### src/rtl/gemm_stream_mac_if.sv
// rtl/gemm_stream_mac_if.sv - result stream bundle for gemm_stream_mac
// Signals:
//   ovalid  result element valid (driven by master)
//   iready  downstream accepts element (driven by slave)
//   odata   result element, DATA_WIDTH bits, signed
//   orow    row index of odata
//   ocol    column index of odata
interface gemm_stream_mac_if #(
    parameter int DATA_WIDTH    = 16,
    parameter int MATRIX_HEIGHT = 4,
    parameter int MATRIX_WIDTH  = 4
);
    localparam int ROW_W = (MATRIX_HEIGHT > 1) ? $clog2(MATRIX_HEIGHT) : 1;
    localparam int COL_W = (MATRIX_WIDTH > 1) ? $clog2(MATRIX_WIDTH) : 1;

    logic                  ovalid;
    logic                  iready;
    logic [DATA_WIDTH-1:0] odata;
    logic [ROW_W-1:0]      orow;
    logic [COL_W-1:0]      ocol;

    modport master (output ovalid, output odata, output orow, output ocol, input iready);
    modport slave  (input ovalid, input odata, input orow, input ocol, output iready);
endinterface

### src/rtl/gemm_stream_mac.sv
// rtl/gemm_stream_mac.sv - streaming GEMM engine R = alpha*(A x B) + beta*C
// Ports:
//   iclk, irst        clock, synchronous active-high reset
//   istart            start request, honoured only in IDLE
//   iabort            abandon the current job (any non-IDLE state)
//   isat              1 = saturate result, 0 = wrap
//   ialpha, ibeta     signed scalars
//   ia_flat           A (M x K), element (r,k) at [(r*K+k)*DW +: DW]
//   ib_flat           B (K x N), element (k,c) at [(k*N+c)*DW +: DW]
//   ic_flat           C (M x N), element (r,c) at [(r*N+c)*DW +: DW]
//   res               result stream (ovalid/iready/odata/orow/ocol), row-major
//   obusy             high in every state except IDLE
//   odone             one-cycle pulse at job completion
module gemm_stream_mac #(
    parameter int DATA_WIDTH    = 16,
    parameter int MATRIX_HEIGHT = 4,
    parameter int MATRIX_WIDTH  = 4,
    parameter int MATRIX_K      = 4,
    parameter int MAC_LANES     = 2
) (
    input  logic                                            iclk,
    input  logic                                            irst,
    input  logic                                            istart,
    input  logic                                            iabort,
    input  logic                                            isat,
    input  logic [DATA_WIDTH-1:0]                           ialpha,
    input  logic [DATA_WIDTH-1:0]                           ibeta,
    input  logic [MATRIX_HEIGHT*MATRIX_K*DATA_WIDTH-1:0]    ia_flat,
    input  logic [MATRIX_K*MATRIX_WIDTH*DATA_WIDTH-1:0]     ib_flat,
    input  logic [MATRIX_HEIGHT*MATRIX_WIDTH*DATA_WIDTH-1:0] ic_flat,
    gemm_stream_mac_if.master                               res,
    output logic                                            obusy,
    output logic                                            odone
);
    localparam int DW      = DATA_WIDTH;
    localparam int K_STEPS = (MATRIX_K + MAC_LANES - 1) / MAC_LANES;
    localparam int ACC_W   = 2 * DW + $clog2(MATRIX_K) + 1;
    // alpha*acc needs DW+ACC_W bits, beta*C needs 2*DW; one more bit for the sum
    localparam int Y_W     = DW + ACC_W + 1;
    localparam int ROW_W   = (MATRIX_HEIGHT > 1) ? $clog2(MATRIX_HEIGHT) : 1;
    localparam int COL_W   = (MATRIX_WIDTH > 1) ? $clog2(MATRIX_WIDTH) : 1;
    localparam int K_IDX_W = (MATRIX_K > 1) ? $clog2(MATRIX_K) : 1;
    localparam int STEP_W  = (K_STEPS > 1) ? $clog2(K_STEPS) : 1;

    localparam logic signed [Y_W-1:0] SAT_MAX = {{(Y_W-DW+1){1'b0}}, {(DW-1){1'b1}}};
    localparam logic signed [Y_W-1:0] SAT_MIN = ~SAT_MAX;
    localparam logic [DW-1:0] OUT_MAX = {1'b0, {(DW-1){1'b1}}};
    localparam logic [DW-1:0] OUT_MIN = {1'b1, {(DW-1){1'b0}}};

    typedef enum logic [2:0] {
        S_IDLE,
        S_MAC,
        S_SCALE,
        S_OUT,
        S_DONE
    } state_t;

    state_t state;

    // Operands captured at start so the caller may change inputs mid-run
    logic signed [DW-1:0] a_q [MATRIX_HEIGHT][MATRIX_K];
    logic signed [DW-1:0] b_q [MATRIX_K][MATRIX_WIDTH];
    logic signed [DW-1:0] c_q [MATRIX_HEIGHT][MATRIX_WIDTH];
    logic signed [DW-1:0] alpha_q;
    logic signed [DW-1:0] beta_q;
    logic                 sat_q;

    logic [ROW_W-1:0]        r_idx;
    logic [COL_W-1:0]        c_idx;
    logic [STEP_W-1:0]       step;
    logic signed [ACC_W-1:0] acc;

    logic signed [ACC_W-1:0]  lane_sum;
    logic signed [2*DW-1:0]   lane_prod;
    logic [K_IDX_W-1:0]       kidx;
    logic signed [Y_W-1:0]    y_full;
    logic [DW-1:0]            y_out;

    always_ff @(posedge iclk) begin
        if (state == S_IDLE && istart) begin
            for (int i = 0; i < MATRIX_HEIGHT; i++) begin
                for (int j = 0; j < MATRIX_K; j++) begin
                    a_q[i][j] <= ia_flat[(i*MATRIX_K+j)*DW +: DW];
                end
            end
            for (int i = 0; i < MATRIX_K; i++) begin
                for (int j = 0; j < MATRIX_WIDTH; j++) begin
                    b_q[i][j] <= ib_flat[(i*MATRIX_WIDTH+j)*DW +: DW];
                end
            end
            for (int i = 0; i < MATRIX_HEIGHT; i++) begin
                for (int j = 0; j < MATRIX_WIDTH; j++) begin
                    c_q[i][j] <= ic_flat[(i*MATRIX_WIDTH+j)*DW +: DW];
                end
            end
            alpha_q <= ialpha;
            beta_q  <= ibeta;
            sat_q   <= isat;
        end
    end

    // Lanes whose k index falls past K (last step when L does not divide K)
    // contribute nothing
    always_comb begin
        lane_sum  = '0;
        lane_prod = '0;
        kidx      = '0;
        for (int l = 0; l < MAC_LANES; l++) begin
            if (int'(step) * MAC_LANES + l < MATRIX_K) begin
                kidx      = K_IDX_W'(int'(step) * MAC_LANES + l);
                lane_prod = a_q[r_idx][kidx] * b_q[kidx][c_idx];
                lane_sum  = lane_sum + ACC_W'(lane_prod);
            end
        end
    end

    always_comb begin
        y_full = Y_W'(alpha_q) * Y_W'(acc) + Y_W'(beta_q) * Y_W'(c_q[r_idx][c_idx]);
        y_out  = y_full[DW-1:0];
        if (sat_q) begin
            if (y_full > SAT_MAX) begin
                y_out = OUT_MAX;
            end else if (y_full < SAT_MIN) begin
                y_out = OUT_MIN;
            end
        end
    end

    always_ff @(posedge iclk) begin
        if (irst) begin
            state      <= S_IDLE;
            r_idx      <= '0;
            c_idx      <= '0;
            step       <= '0;
            acc        <= '0;
            res.ovalid <= 1'b0;
            res.odata  <= '0;
            res.orow   <= '0;
            res.ocol   <= '0;
            obusy      <= 1'b0;
            odone      <= 1'b0;
        end else if (iabort && state != S_IDLE) begin
            state      <= S_IDLE;
            res.ovalid <= 1'b0;
            obusy      <= 1'b0;
            odone      <= 1'b0;
        end else begin
            case (state)
                S_IDLE: begin
                    odone <= 1'b0;
                    if (istart) begin
                        r_idx <= '0;
                        c_idx <= '0;
                        step  <= '0;
                        acc   <= '0;
                        obusy <= 1'b1;
                        state <= S_MAC;
                    end
                end
                S_MAC: begin
                    acc <= acc + lane_sum;
                    if (step == STEP_W'(K_STEPS - 1)) begin
                        step  <= '0;
                        state <= S_SCALE;
                    end else begin
                        step <= step + 1'b1;
                    end
                end
                S_SCALE: begin
                    res.odata  <= y_out;
                    res.orow   <= r_idx;
                    res.ocol   <= c_idx;
                    res.ovalid <= 1'b1;
                    state      <= S_OUT;
                end
                S_OUT: begin
                    if (res.iready) begin
                        res.ovalid <= 1'b0;
                        if (r_idx == ROW_W'(MATRIX_HEIGHT - 1) &&
                            c_idx == COL_W'(MATRIX_WIDTH - 1)) begin
                            odone <= 1'b1;
                            state <= S_DONE;
                        end else begin
                            if (c_idx == COL_W'(MATRIX_WIDTH - 1)) begin
                                c_idx <= '0;
                                r_idx <= r_idx + 1'b1;
                            end else begin
                                c_idx <= c_idx + 1'b1;
                            end
                            acc   <= '0;
                            step  <= '0;
                            state <= S_MAC;
                        end
                    end
                end
                S_DONE: begin
                    odone <= 1'b0;
                    obusy <= 1'b0;
                    state <= S_IDLE;
                end
                default: begin
                    state      <= S_IDLE;
                    res.ovalid <= 1'b0;
                    obusy      <= 1'b0;
                    odone      <= 1'b0;
                end
            endcase
        end
    end
endmodule

### src/flat_wrapper.sv
// flat-port wrapper written by rule: the top's interface ports become plain ports
module gemm_stream_mac_flat 
#(
    parameter int DATA_WIDTH    = 16,
    parameter int MATRIX_HEIGHT = 4,
    parameter int MATRIX_WIDTH  = 4,
    parameter int MATRIX_K      = 4,
    parameter int MAC_LANES     = 2
)
  (iclk, irst, istart, iabort, isat, ialpha, ibeta, ia_flat, ib_flat, ic_flat, obusy, odone, res_ovalid, res_odata, res_orow, res_ocol, res_iready);
  gemm_stream_mac_if #(.DATA_WIDTH(DATA_WIDTH), .MATRIX_HEIGHT(MATRIX_HEIGHT), .MATRIX_WIDTH(MATRIX_WIDTH)) res_i ();
  input  logic iclk;
  input  logic irst;
  input  logic istart;
  input  logic iabort;
  input  logic isat;
  input  logic [DATA_WIDTH-1:0] ialpha;
  input  logic [DATA_WIDTH-1:0] ibeta;
  input  logic [MATRIX_HEIGHT*MATRIX_K*DATA_WIDTH-1:0] ia_flat;
  input  logic [MATRIX_K*MATRIX_WIDTH*DATA_WIDTH-1:0] ib_flat;
  input  logic [MATRIX_HEIGHT*MATRIX_WIDTH*DATA_WIDTH-1:0] ic_flat;
  output logic obusy;
  output logic odone;
  output wire logic [$bits(res_i.ovalid)-1:0] res_ovalid;
  output wire logic [$bits(res_i.odata)-1:0] res_odata;
  output wire logic [$bits(res_i.orow)-1:0] res_orow;
  output wire logic [$bits(res_i.ocol)-1:0] res_ocol;
  input wire logic [$bits(res_i.iready)-1:0] res_iready;
  assign res_ovalid = res_i.ovalid;
  assign res_odata = res_i.odata;
  assign res_orow = res_i.orow;
  assign res_ocol = res_i.ocol;
  assign res_i.iready = res_iready;
  gemm_stream_mac #(.DATA_WIDTH(DATA_WIDTH), .MATRIX_HEIGHT(MATRIX_HEIGHT), .MATRIX_WIDTH(MATRIX_WIDTH), .MATRIX_K(MATRIX_K), .MAC_LANES(MAC_LANES)) u_core (.iclk(iclk), .irst(irst), .istart(istart), .iabort(iabort), .isat(isat), .ialpha(ialpha), .ibeta(ibeta), .ia_flat(ia_flat), .ib_flat(ib_flat), .ic_flat(ic_flat), .res(res_i), .obusy(obusy), .odone(odone));
endmodule
### config.mk
export PLATFORM = sky130hd
export DESIGN_NAME = gemm_stream_mac_flat
export DESIGN_NICKNAME = d
export VERILOG_FILES = /design/src/rtl/gemm_stream_mac_if.sv /design/src/rtl/gemm_stream_mac.sv /design/src/flat_wrapper.sv
export SDC_FILE = /design/constraint.sdc
export NUM_CORES = 2
export LEC_CHECK = 0
export BUFFER_PORTS_ARGS = -buffer_cell sky130_fd_sc_hd__buf_4
export CORE_UTILIZATION = 65
export DETAILED_ROUTE_END_ITERATION = 6
export PLACE_DENSITY = 0.84
export SKIP_CTS_REPAIR_TIMING = 1
export SLEW_MARGIN = 0
export SYNTH_ARGS = -nofsm -noshare
export SYNTH_HDL_FRONTEND = slang
export SYNTH_SLANG_ARGS = --single-unit
### constraint.sdc
create_clock -name iclk -period 40.5 [get_ports iclk]
set_clock_uncertainty 0.05 [all_clocks]
set_input_delay 8.1 -clock iclk [delete_from_list [all_inputs] [get_ports iclk]]
set_output_delay 8.1 -clock iclk [all_outputs]
set_load 0.02 [all_outputs]
Yosys cells after proc, flatten, opt, wreduce, memory -nomap -nowiden
Memory sizes are Yosys's and may differ from the RTL's. A register that Yosys moved wholly into a read port is not among the register bits. Index checks and enable logic that the tools add are counted.

Add/sub/neg operators: 7. Multipliers: 4. $lt $le $gt $ge: 7. Equality and inequality tests: 12. Muxes and demuxes: 58. Bitwise operators: 7. Reductions and logical operators: 19.

Operators by type and width (number): $mux 16 (13); $mux 35 (5); $bmux 16 s2 (5); $pmux 35 s3 (1); $mul 16x16->32 (3); $add 52x52->52 (1); $gt 52x16->1 const B (1); $lt 52x16->1 const B (1); $mul 16x35->51 (1); $add 35x32->35 (1); $add 35x35->35 (1); $lt 32x4->1 const B (1); $mux 2 (13); $mux 3 (4); $pmux 3 s4 (1); $mux 1 (10); $reduce_and 5->1 (2); $ge 3x3->1 const B (3); $not 2->3 (3); $pmux 2 s2 (2); $eq 3x2->1 const B (2); $ne 2x1->1 const B (3); $ne 2x2->1 const B (3); $pmux 1 s3 (2); other kinds (18) (32).

Flip-flop bits (word level): 99. Memory bits (writable): 768. Output and inout port bits: 23. Memories: 3.

Memory list: u_core.a_q (words 4, bits a word 64, read ports 1, clocked after Yosys merged registers in 1, write ports 4, RTL line gemm_stream_mac.sv:61) `logic signed [DW-1:0] a_q [MATRIX_HEIGHT][MATRIX_K];`; u_core.b_q (words 4, bits a word 64, read ports 2, clocked after Yosys merged registers in 1, write ports 4, RTL line gemm_stream_mac.sv:62) `logic signed [DW-1:0] b_q [MATRIX_K][MATRIX_WIDTH];`; u_core.c_q (words 4, bits a word 64, read ports 1, clocked after Yosys merged registers in 1, write ports 4, RTL line gemm_stream_mac.sv:63) `logic signed [DW-1:0] c_q [MATRIX_HEIGHT][MATRIX_WIDTH];`.

Depth between registers and ports, before layout
Word-level depth: 10. Gate-level depth with buffers: 58. Depth with buffers taken out: 53.

Worst setup path before layout
No wires, ideal clock.

Kind: input-to-reg. Start point: in istart. End point: reg u_core.acc[27]. Setup time: 79 ps. Data arrival time: 28465 ps. Slack: 11906 ps. Stages: 6. Cells stage by stage: and2_1 > nor2_1 > nor2_1 > o21ai_1 > or4b_2 > o211ai_1.

Cells in the longest elaborated chain, start to end: 2.

Ends and longest elaborated chain: start, declared (RTL line flat_wrapper.sv:14) `input logic istart;`; $ne 2x2->1 (no line); $reduce_and 5->1 (no line); end signal, assigned (RTL line gemm_stream_mac.sv:161) `acc <= acc + lane_sum;`; end, declared (RTL line gemm_stream_mac.sv:71) `logic signed [ACC_W-1:0] acc;`.

No other way between the ends. A chain may end at the register's enable or synchronous reset.

==> results.py <==
metrics = {
    "run_status": {
        "status": "complete, but fails checks",
        "violations": "design-rule violations",
    },
    "clock_tree": {
        "cts-buffers-inserted": 87,
        "clk_pin_slew_ns": 0.07,
        "cts_tree": "built",
        "clk_latency_ns": 0.74,
        "clkSinkCount": 870,
        "clock_tree.buffer_depth": 3,
        "htreeDepth": 3,
        "root_buffer": "clkbuf_16",
    },
    "global_route": {
        "grt_pass1_vias": 66680,
        "grt_usage_pct": 38.33,
        "grt_remaining_overflow": 0,
        "grt_pass1_wl_mm": 383.3,
        "grt_max_degree": 204,
        "grt_antenna_before_repair": 18,
    },
    "timing": {
        "tightest_slew_ns": 1.321,
        "rsz0062_at_grt": "no",
        "relSlewSlack_pct": 9.411,
        "slew_viol_final": 0,
        "finalSetupTns_ns": 0,
        "min_period_ns": 15.07,
        "worst_slack_ns": 25.43,
        "fmax_ghz": 0.06636,
        "min_period_over_period_pct": 37.21,
        "setup_viol": 0,
        "hold_violations": 0,
    },
    "logic_synthesis": {
        "netlist_area_mm2": 0.08656,
        "synth_largest_area_cell": "fa_1",
        "syn-num-nets": 10240,
        "ys_ff_latch": 870,
        "yosys-top-cells-area": "fa_1 (32%), edfxtp_1 (28%), ha_1 (6.9%)",
        "ys_seq_area_share_pct": 29.38,
        "synth_top_area_share_pct": 31.52,
        "ys_types": 93,
        "netlist_instances": 7600,
        "yosys_most_used_dff": "edfxtp_1",
        "async_reset_ff_share_pct": 0,
        "syn_avg_cell_area_um2": 11.39,
        "yosys_warnings": 0,
        "synth_edf_count": 801,
    },
    "place": {
        "routabilityCongestion": 1.009,
        "dp_cells": 9988,
        "dp.final_hpwl_mm": 202.0,
        "pre_cts_slack_ns": 25.58,
        "port_buffers": 828,
    },
    "critical_path": {
        "cp-end-kind": "register",
        "arrival_ns": 15.64,
        "cpMostUsedCell": "fa_1",
        "r2r_end": "u_core.acc[31]",
        "r2r_cells": 50,
        "crit_end": "u_core.acc[31]",
        "crit_path_top_delay_cell": "mux2i_1",
        "crit_type": "reg -> reg",
        "slowest_delay_ns": 0.77,
        "required_ns": 41.08,
        "cp-start-kind": "register",
        "regToRegSetupSlack_ns": 25.43,
        "crit_path_max_fanout": 39,
    },
    "run": {
        "drv_cap": 0,
    },
    "layout": {
        "n_fill_cell": 8564,
        "area_growth_pct": 12.66,
        "drive_above_1_share_pct": 16.27,
        "nNetsFinal": 10970,
        "instances_no_fill": 10160,
    },
    "routing": {
        "route.detailed.drc": 2,
        "drt_iter0_markers": 5514,
        "drt-pass1-iter-count": 7,
        "drt-total-wl_mm": 252.3,
        "num_vias": 60990,
        "avgRoutedWirePerCell_um": 24.84,
        "ant_nets": 0,
        "routed_via_density": 6.004,
    },
    "floorplanning": {
        "core_mm2": 0.1318,
        "die_w_um": 366.9,
        "fp-row-count": 133,
        "io_pins": 829,
        "die_height_um": 366.9,
        "die-area_mm2": 0.1346,
        "start_util_pct": 65.68,
    },
    "min_path": {
        "hold_class": "reg -> reg",
        "min_path_cells": 2,
    },
}
==> per-layer routing <==
| metal | part of all wire (%) | routed length [µm] | global-route usage [%] |
|---|---|---|---|
| met5 | 0.013 | 33 | 0 |
| met4 | 8.0 | 20200 | 26.25 |
| met3 | 8.6 | 21790 | 7.711 |
| met2 | 50 | 126000 | 65.17 |
| met1 | 33 | 84260 | 43.70 |
==> final cells by class <==
type                    count  area [µm²]  share of cell area [%]
clock buffers             101        2251                   2.308
repair buffers            904        6812                   6.984
multi-input cells        4995       54640                   56.03
diodes                     11       27.53                 0.02822
clock inverters            57       649.4                  0.6658
inverters                1464        5495                   5.635
well taps                1755        2196                   2.252
flip-flops and latches    870       25450                   26.10
==> kinds of logic (layout without fill, tap and decap cells) <==
family / count (synthesis) / count (layout) / share of synthesized area [%]
mux: 306 / 306 / 6.617
fa+ha+maj: 1837 / 1837 / 38.37
other cells: 0 / 11 / 0
buf+inv: 1735 / 2526 / 7.557
flops: 870 / 870 / 29.38
compound gates: 689 / 689 / 5.432
xor+xnor: 205 / 205 / 2.074
simple gates: 1958 / 1958 / 10.57
==> worst min path at each step <==
| stage | end | from |
|---|---|---|
| after floorplan | u_core.res.orow[1] | u_core.r_idx[1] |
| after global placement | u_core.res.orow[0] | u_core.res.orow[0] |
| after detailed placement | u_core.res.orow[0] | u_core.res.orow[0] |
| after CTS | u_core.res.orow[0] | u_core.res.orow[0] |
| after global routing | u_core.res.ocol[1] | u_core.res.ocol[1] |
| final | u_core.res.orow[0] | u_core.res.orow[0] |
==> placed cells by master (no fill, tap or decap), drive strengths merged, types with 11 or more instances in the layout <==
master   netlist  routed
a2111oi       12      12
a211oi        13      13
a21o          88      88
a21oi        200     200
a22oi         24      24
a31oi         20      20
and2         333     333
and3          33      33
buf           42     904
clkbuf       229     101
clkinv         1      39
dfxtp         69      69
diode          0      11
edfxtp       801     801
fa          1363    1363
ha           474     474
inv         1463    1469
mux2          50      50
mux2i         48      48
mux4         208     208
nand2        843     843
nand2b        96      96
nand3         48      48
nand4         23      23
nor2         382     382
nor2b         52      52
nor3          52      52
nor4          14      14
o211ai        22      22
o21a          25      25
o21ai        121     121
o21bai        40      40
o32ai         11      11
or2           18      18
or3           36      36
xnor2        158     158
xor2          47      47
==> registers in the layout (all words and copies together) (netlist names), 3 cells and up, named ones only <==
name              cells
u_core.alpha_q       16
u_core.beta_q        16
u_core.res.odata     16
u_core.acc           35
u_core.c_q          256
u_core.a_q          256
u_core.b_q          256
u_core.state          3
==> cell usage after synthesis, types with 69 or more instances <==
| cell | count |
|---|---|
| fa_1 | 1363 |
| clkbuf_1 | 229 |
| nand2b_1 | 96 |
| nor2_1 | 382 |
| o21ai_0 | 111 |
| a21o_1 | 87 |
| mux4_2 | 208 |
| dfxtp_1 | 69 |
| inv_1 | 1463 |
| nand2_1 | 843 |
| edfxtp_1 | 801 |
| and2_1 | 332 |
| xnor2_1 | 158 |
| a21oi_1 | 198 |
| ha_1 | 474 |
==> per-stage QoR <==
| stage | utilization [%] | hold slack (ns) | area (µm²) |
|---|---|---|---|
| 2_1_floorplan | - | 0.3988 | 86560 |
| 3_3_place_gp | 71.78 | 0.3996 | 94600 |
| 3_5_place_dp | 71.78 | 0.4023 | 94600 |
| 4_1_cts | 73.98 | 0.4129 | 97500 |
| 5_1_grt | 74.00 | 0.4383 | 97520 |
| 6_report | 74.00 | 0.4084 | 97530 |
==> worst max-delay path: cells and delay by family, from the launching register on <==
kind,cells,cell delay (ns)
flip-flops,1,0.65
multiplexers,2,1.40
buffers and inverters,8,1.58
AO/OA/AOI/OAI,20,4.81
adder cells (fa/ha/maj),14,5.65
AND/OR/NAND/NOR,4,0.57
XOR/XNOR,2,0.16
Power is not shown: default switching activity piles up to over one toggle a cycle in this logic, so the estimate is an artifact.
